File: src/rtl/padder_arbiter_pkg.sv
// Shared constants and pipeline entry types for the round-robin arbiter that
// fronts the 26-bit parallel-prefix adder.
package padder_arbiter_pkg;

  localparam int WIDTH = 26;
  localparam int NREQ  = 4;
  localparam int ID_W  = $clog2(NREQ);

  typedef struct packed {
    logic [WIDTH-1:0] a;
    logic [WIDTH-1:0] b;
    logic             cin;
    logic [ID_W-1:0]  id;
  } s1_entry_t;

  typedef struct packed {
    logic [WIDTH-1:0] sum;
    logic             cout;
    logic [ID_W-1:0]  id;
  } s2_entry_t;

endpackage

File: src/rtl/padder_arbiter_padder26.sv
// 26-bit Kogge-Stone parallel-prefix adder with carry-in; purely combinational.
module padder26 (
  input  logic [25:0] a,
  input  logic [25:0] b,
  input  logic        cin,
  output logic [25:0] sum,
  output logic        cout
);

  localparam int N      = 26;
  localparam int LEVELS = 5;

  logic [N-1:0] prop_bit;
  logic [N-1:0] gen;
  logic [N-1:0] prop;
  logic [N-1:0] carry;

  // NOTE: every variable written here is assigned first on every pass, so no latch is inferred.
  always_comb begin
    prop_bit = a ^ b;
    gen      = a & b;
    prop     = prop_bit;
    // Fold the carry-in into bit 0 so the prefix tree yields true carries directly.
    gen[0]   = gen[0] | (prop[0] & cin);
    for (int lvl = 0; lvl < LEVELS; lvl++) begin
      // Walk downward so each bit combines with its neighbour's previous-level value.
      for (int i = N - 1; i >= (1 << lvl); i--) begin
        gen[i]  = gen[i] | (prop[i] & gen[i - (1 << lvl)]);
        prop[i] = prop[i] & prop[i - (1 << lvl)];
      end
    end
    carry = {gen[N-2:0], cin};
    sum   = prop_bit ^ carry;
    cout  = gen[N-1];
  end

endmodule

File: src/rtl/padder_arbiter.sv
// Round-robin arbiter feeding a shared prefix adder through a two-stage
// (operand / result) valid-ready pipeline, with a consumed-result counter.
module padder_arbiter
  import padder_arbiter_pkg::s1_entry_t, padder_arbiter_pkg::s2_entry_t;
#(
  parameter int  WIDTH = padder_arbiter_pkg::WIDTH,
  parameter int  NREQ  = padder_arbiter_pkg::NREQ,
  localparam int ID_W  = $clog2(NREQ)
) (
  input  logic                  clk,
  input  logic                  rst_n,
  input  logic [NREQ-1:0]       req_valid,
  input  logic [NREQ*WIDTH-1:0] req_a,
  input  logic [NREQ*WIDTH-1:0] req_b,
  input  logic [NREQ-1:0]       req_cin,
  output logic [NREQ-1:0]       req_ready,
  output logic                  res_valid,
  input  logic                  res_ready,
  output logic [WIDTH-1:0]      res_sum,
  output logic                  res_cout,
  output logic [ID_W-1:0]       res_id,
  output logic [15:0]           op_count
);

  s1_entry_t        s1;
  s2_entry_t        s2;
  logic             s1_valid;
  logic             s2_valid;
  logic [ID_W-1:0]  rr_ptr;
  logic [15:0]      op_cnt;

  logic [NREQ-1:0]  grant;
  logic [ID_W-1:0]  gnt_id;
  logic [ID_W-1:0]  idx;
  logic             found;
  logic             s2_load;
  logic             s1_can_accept;
  logic             accept;
  logic [WIDTH-1:0] add_sum;
  logic             add_cout;

  assign s2_load       = s1_valid && (!s2_valid || res_ready);
  assign s1_can_accept = !s1_valid || s2_load;

  // Search starts one past the last winner; NREQ is a power of two so the index wraps by truncation.
  always_comb begin
    grant  = '0;
    gnt_id = '0;
    idx    = '0;
    found  = 1'b0;
    for (int k = 1; k <= NREQ; k++) begin
      idx = rr_ptr + ID_W'(k);
      if (!found && req_valid[idx]) begin
        grant[idx] = 1'b1;
        gnt_id     = idx;
        found      = 1'b1;
      end
    end
  end

  assign req_ready = (rst_n && s1_can_accept) ? grant : '0;
  assign accept    = |req_ready;

  padder26 u_padder26 (
    .a    (s1.a),
    .b    (s1.b),
    .cin  (s1.cin),
    .sum  (add_sum),
    .cout (add_cout)
  );

  // NOTE: state registers use non-blocking assignments so every flop samples pre-edge values.
  always_ff @(posedge clk) begin
    if (!rst_n) begin
      s1_valid <= 1'b0;
      s2_valid <= 1'b0;
      s2       <= '0;
      rr_ptr   <= ID_W'(NREQ - 1);
      op_cnt   <= '0;
    end else begin
      if (accept) begin
        s1_valid <= 1'b1;
        rr_ptr   <= gnt_id;
      end else if (s2_load) begin
        s1_valid <= 1'b0;
      end

      if (s2_load) begin
        s2       <= '{sum: add_sum, cout: add_cout, id: s1.id};
        s2_valid <= 1'b1;
      end else if (res_ready) begin
        s2_valid <= 1'b0;
      end

      if (s2_valid && res_ready) op_cnt <= op_cnt + 16'd1;
    end
  end

  // NOTE: the S1 payload is qualified by s1_valid, so it needs no reset and only loads on an accept.
  always_ff @(posedge clk) begin
    if (rst_n && accept) begin
      s1 <= '{a:   req_a[int'(gnt_id)*WIDTH +: WIDTH],
              b:   req_b[int'(gnt_id)*WIDTH +: WIDTH],
              cin: req_cin[gnt_id],
              id:  gnt_id};
    end
  end

  assign res_valid = s2_valid;
  assign res_sum   = s2.sum;
  assign res_cout  = s2.cout;
  assign res_id    = s2.id;
  assign op_count  = op_cnt;

endmodule
File: config.mk
export PLATFORM = sky130hd
export DESIGN_NAME = padder_arbiter
export DESIGN_NICKNAME = d
export VERILOG_FILES = /design/src/rtl/padder_arbiter_pkg.sv /design/src/rtl/padder_arbiter_padder26.sv /design/src/rtl/padder_arbiter.sv
export SDC_FILE = /design/constraint.sdc
export NUM_CORES = 1
export LEC_CHECK = 0
export BUFFER_PORTS_ARGS = -buffer_cell sky130_fd_sc_hd__buf_2
export CORE_MARGIN = 3
export CORE_UTILIZATION = 54
export DETAILED_ROUTE_END_ITERATION = 8
export PLACE_DENSITY = 0.87
export RECOVER_POWER = 25
export SLEW_MARGIN = 10
export SYNTH_ARGS = -nofsm -noshare
export SYNTH_HDL_FRONTEND = slang
export SYNTH_SLANG_ARGS = --single-unit
export TNS_END_PERCENT = 5
File: constraint.sdc
create_clock -name clk -period 9.9 [get_ports clk]
set_clock_uncertainty 0.1 [all_clocks]
set_input_delay 1.98 -clock clk [delete_from_list [all_inputs] [get_ports clk]]
set_output_delay 1.98 -clock clk [all_outputs]
set_load 0.1 [all_outputs]
Word-level counts from Yosys, hierarchy flattened
Index checks and enable logic that the tools add are counted.
- mux-type cells: 34
- add/subtract/negate cells: 4
- shifts and indexed selects: 2
- bitwise logic cells: 280
- $mul: 1
- reduce and logical (&&, ||, !) cells: 21
- $lt $le $gt $ge: 9
- operators with widths (operator ; count):
    $and A1 B1 Y1 ; 174
    $shiftx A104 B32 Y26 ; 1
    $shiftx A104 B8 Y26 ; 1
    $or A1 B1 Y1 ; 100
    $xor A26 B26 Y26 ; 2
    $and A26 B26 Y26 ; 1
    $mux W4 ; 5
    $add A16 B1 Y16 const B ; 1
    $mux W1 ; 16
    $lt A2 B3 Y1 const B ; 5
    $or A4 B4 Y4 ; 3
    $logic_and A1 B1 Y1 ; 11
    $bmux W1 S2 ; 5
    $demux W1 S2 ; 4
    $ge A2 B1 Y1 const B ; 4
    $mux W2 ; 4
    $mul A2 B4 Y6 const B ; 1
    $logic_not A1 Y1 ; 5
    $add A2 B2 Y2 const B ; 2
    $reduce_bool A2 Y1 ; 2
    $reduce_or A4 Y1 ; 1
    $add A2 B1 Y2 const B ; 1
    $logic_or A1 B1 Y1 ; 2
- word-level logic and storage cells: 362
- flip-flop bits (word level): 104
- bits of input ports: 219
- output and inout bits: 50

Logic depth before layout (Yosys ltp)
- depth after elaboration: 16
- gate-level depth with buffers: 13
- mapped depth without buffers: 11

Cells and area by module
A second synthesis with hierarchy kept.
- cell total of the unflattened synthesis: 694
- area total of the unflattened synthesis: 7186.9 sq um
- modules (own cells, without submodules) (module ; cells an instance ; area an instance (sq um) ; sequential area each (sq um) ; times used):
    padder_arbiter ; 515 ; 5863.1 ; 2632.5 ; 1
    padder26 ; 179 ; 1323.8 ; 0.0 ; 1

Worst setup path after synthesis
OpenSTA, ideal clock, no wires.
- path kind: in2out
- start: in req_valid[1]
- end: out req_ready[2]
- data required time: 7820 ps
- path buffers: 1
- arrival: 4549 ps
- path slack: 3271 ps
- stages: 6
- cell sequence: buf_4 -> or3b_1 -> a2111oi_0 -> nand2b_2 -> a221oi_2 -> a21oi_1
- cells in the longest elaborated chain, start to end: 13
- elaborated cells on any way between the ends: 25
- those cells by class: mux: 16; bitwise: 3; reduce/logical: 6
- RTL lines (what ; RTL line ; text):
    start: declaration ; padder_arbiter.sv:12 ; input logic [NREQ-1:0] req_valid,
    $bmux W1 S2 ; padder_arbiter.sv:53 ; if (!found && req_valid[idx]) begin
    $mux W1 (implied by the code) ; padder_arbiter.sv:53 ;
    $mux W1 ; padder_arbiter.sv:53 ;
    $logic_not A1 Y1 ; padder_arbiter.sv:53 ;
    $logic_and A1 B1 Y1 ; padder_arbiter.sv:53 ;
    $mux W1 ; padder_arbiter.sv:53 ;
    $logic_not A1 Y1 ; padder_arbiter.sv:53 ;
    $logic_and A1 B1 Y1 ; padder_arbiter.sv:53 ;
    $mux W1 ; padder_arbiter.sv:53 ;
    $logic_not A1 Y1 ; padder_arbiter.sv:53 ;
    $logic_and A1 B1 Y1 ; padder_arbiter.sv:53 ;
    $mux W4 * ; padder_arbiter.sv:53 ;
    $mux W4 * ; padder_arbiter.sv:61 ; assign req_ready = (rst_n && s1_can_accept) ? grant : '0;
    end: declaration ; padder_arbiter.sv:16 ; output logic [NREQ-1:0] req_ready,
Mark *: on every way between the ends. The rest lies on a longest branch, timed or not. The select of a mux whose other input is x is not followed.

Final worst setup path
- start: in req_valid[1]
- end: out req_ready[0]
The elaborated chain is that of the path after synthesis.

==> flow_metrics.env <==
export IMPL_p_clk_share_pct=10.4
export IMPL_route_met3_wl_um=1096
export IMPL_tns_ns=0
export IMPL_coreArea_mm2=0.01216
export IMPL_grt_overflow_total=0
export IMPL_crit_slowest_cell="buf_2"
export IMPL_cts_made_buffers=9
export IMPL_clk_latency_ns=0.34
export IMPL_rsz0062_at_grt="false"
export IMPL_dp_hpwl_um=14620
export IMPL_netlist_area_mm2=0.006814
export IMPL_wl_met2_um=9323
export IMPL_netlist_area_leader_share_pct=24.24
export IMPL_seqPwrFrac_pct=23.5
export IMPL_dr_max_layer_used="met5"
export IMPL_internal_power_mw=1.900
export IMPL_io_pins=269
export IMPL_post_cts_buffers=0
export IMPL_synth_edf_count=55
export IMPL_syn_avg_cell_area_um2=11.28
export IMPL_finalMaxSlewViolations=0
export IMPL_rows=40
export IMPL_ys_warn_count=0
export IMPL_p_per_area_mw_per_mm2=436.0
export IMPL_clock_sinks=104
export IMPL_critPathMaxStageDelay_ns=0.43
export IMPL_synthTopCellsByArea="edfxtp_1, dfxtp_1, mux4_2, mux4_1, ha_1"
export IMPL_fmax_mhz=163.8
export IMPL_yosysMostFrequentCell="nand2_1"
export IMPL_ir_drop_uv=236.4
export IMPL_critPathMaxFanout=10
export IMPL_viasPerCell=5.844
export IMPL_required_ns=7.82
export IMPL_crit_type="in2out"
export IMPL_power_leakage_nw=3.688
export IMPL_maxCapViolCount=0
export IMPL_status="completed"
export IMPL_io_buffers=268
export IMPL_ctsHoldBuffers=0
export IMPL_combPwrFrac_pct=66.2
export IMPL_start_kind="input pin"
export IMPL_min_path_type="reg2reg"
export IMPL_wl_per_cell_um=17.80
export IMPL_swShare_pct=48.42
export IMPL_clk_pin_slew_ns=0.07
export IMPL_area_growth_pct=23.98
export IMPL_synth_seq_cells=104
export IMPL_initial_core_util_pct=56.03
export IMPL_post_route_min_period_ns=6.104
export IMPL_grt_pass1_wl_um=28710
export IMPL_synth_fp_nets=859
export IMPL_grt_pass1_vias=5902
export IMPL_totalWireLength_um=18150
export IMPL_synth_commonest_cells="nand2_1, a21oi_1, edfxtp_1"
export IMPL_antenna_found_initial=3
export IMPL_synth_ff_type="edfxtp_1"
export IMPL_p_switching_mw=1.784
export IMPL_tightestPinTransition_ns=1.250
export IMPL_cts_root_buffer="clkbuf_16"
export IMPL_syn_inst=604
export IMPL_htreeDepth=3
export IMPL_cts_resized=0
export IMPL_firstDrtPassIters=5
export IMPL_cts_max_path_buffers=2
export IMPL_max_slew_margin_rel_pct=17.03
export IMPL_die_area_mm2=0.01400
export IMPL_seq_area_frac_synth_pct=38.63
export IMPL_post_place_ws_ns=3.841
export IMPL_drc=0
export IMPL_drt_iter0_drc=356
export IMPL_worstPathArrival_ns=4.02
export IMPL_hold_viol=0
export IMPL_vias=5961
export IMPL_grt_max_degree=58
export IMPL_crit_chain="buf_2 > or3b_1 > a2111oi_0 > nand2b_2 > a22oi_1 > nand2_1 > a21oi_1 > nor2_1 > buf_2"
export IMPL_finalSetupViolCount=0
export IMPL_fin_ws_ns=3.796
export IMPL_grt_usage_pct=25.51
export IMPL_postSynth_asyncResetShare_pct=0
export IMPL_period_share_pct=61.66
export IMPL_nets=1101
export IMPL_fill_cells=923
export IMPL_end_kind="output port"
export IMPL_yosys_area_top_type="edfxtp_1"
export IMPL_layout_drive_gt1_share_pct=37.25
export IMPL_die_width_um=118.3
export IMPL_chipHeight_um=118.3
export IMPL_cts_tree="built"
export IMPL_drtAntennaViolNets=0
export IMPL_yosysUniqueCellTypes=70
export IMPL_crit_top_cell="buf_2"
export IMPL_place_gp_congestion=0.9329
export IMPL_m1WireLength_um=7199
cells in the final DEF, fill, tap and decap left out, types with 6 or more instances in the layout:
| cell | netlist | routed |
|---|---|---|
| a21o_1 | 12 | 12 |
| a21oi_1 | 55 | 55 |
| buf_2 | 9 | 251 |
| clkbuf_1 | 19 | 18 |
| clkbuf_16 | 0 | 12 |
| dfxtp_1 | 49 | 49 |
| edfxtp_1 | 55 | 55 |
| ha_1 | 34 | 34 |
| inv_1 | 11 | 11 |
| mux2i_1 | 6 | 6 |
| mux4_1 | 18 | 18 |
| mux4_2 | 36 | 36 |
| nand2_1 | 64 | 64 |
| nand3_1 | 20 | 20 |
| nand4_1 | 7 | 7 |
| nor2_1 | 35 | 35 |
| nor3_1 | 9 | 9 |
| o211ai_1 | 11 | 11 |
| o21ai_0 | 17 | 18 |
| o21ai_1 | 8 | 7 |
| xnor2_1 | 10 | 10 |
| xor2_1 | 16 | 16 |
through the flow:
step	util, %	std cells	hold slack [ns]	power (mW)	instance area [um^2]
final	69.47	1020	0.3519	3.683	8448
after detailed placement	66.86	1003	0.3431	3.313	8132
after global placement	66.86	1003	0.3366	3.258	8132
after CTS	69.65	1019	0.3509	3.700	8471
after global routing	69.47	1020	0.3846	3.926	8448
after floorplan	-	604	0.3713	2.898	6814
worst paths after layout:
check / startpoint / to / slack (ns) / cells past startpoint
worst min-delay path: res_sum[14] / res_sum[14] / 0.35 / 2
worst max-delay path: req_valid[1] / req_ready[0] / 3.80 / 9
worst min register to register: res_sum[14] / res_sum[14] / 0.35 / 2
worst max register to register: rr_ptr[0] / s1[42] / 5.55 / 8
sequential cells by signal (all words and copies together), names as in the netlist:
name	flops
res_cout	1
res_sum	26
op_count	16
res_id	2
res_valid	1
s1_valid	1
s1	55
rr_ptr	2
power groups by stage:
stage / logic (mW) / registers [mW] / clock network, mW
global placement: 2.39 / 0.869 / 0
floorplan: 1.69 / 1.21 / 0
CTS: 2.45 / 0.864 / 0.388
finish: 2.44 / 0.864 / 0.382
detailed placement: 2.44 / 0.872 / 0
global route: 2.63 / 0.885 / 0.407
logic make-up after synthesis:
group	Yosys count	synth area share, %
buffers and inverters	54	4.792
AO/OA/AOI/OAI	141	13.29
multiplexers	62	20.05
flip-flops	104	38.63
adder cells (fa/ha/maj)	36	6.831
XOR/XNOR	26	3.342
AND/OR/NAND/NOR	181	13.06
metal layers:
metal  up-vias  GRT usage, %
li1       2822             -
met1      2853         31.40
met2       249         44.84
met3        35         5.072
met4         2         8.571
met5         -             0
area by class of cell:
cell class,instances,area [um^2],area share [%]
Sequential cell,104,2633,31.16
Timing Repair Buffer,273,1354,16.02
Antenna cell,1,2.502,0.02962
Inverter,12,45.04,0.5332
Multi-Input combinational cell,446,3865,45.75
Clock inverter,2,11.26,0.1333
Clock buffer,14,327.8,3.880
Tap cell,168,210.2,2.488
worst max-delay path, delay by kind of cell:
kind                   cells  cell delay, ns
buffers and inverters      2            0.61
and+or+nand+nor            4            0.87
AOI/OAI and AO/OA          3            0.56
No activity file was read; power rests on OpenSTA's default activity.
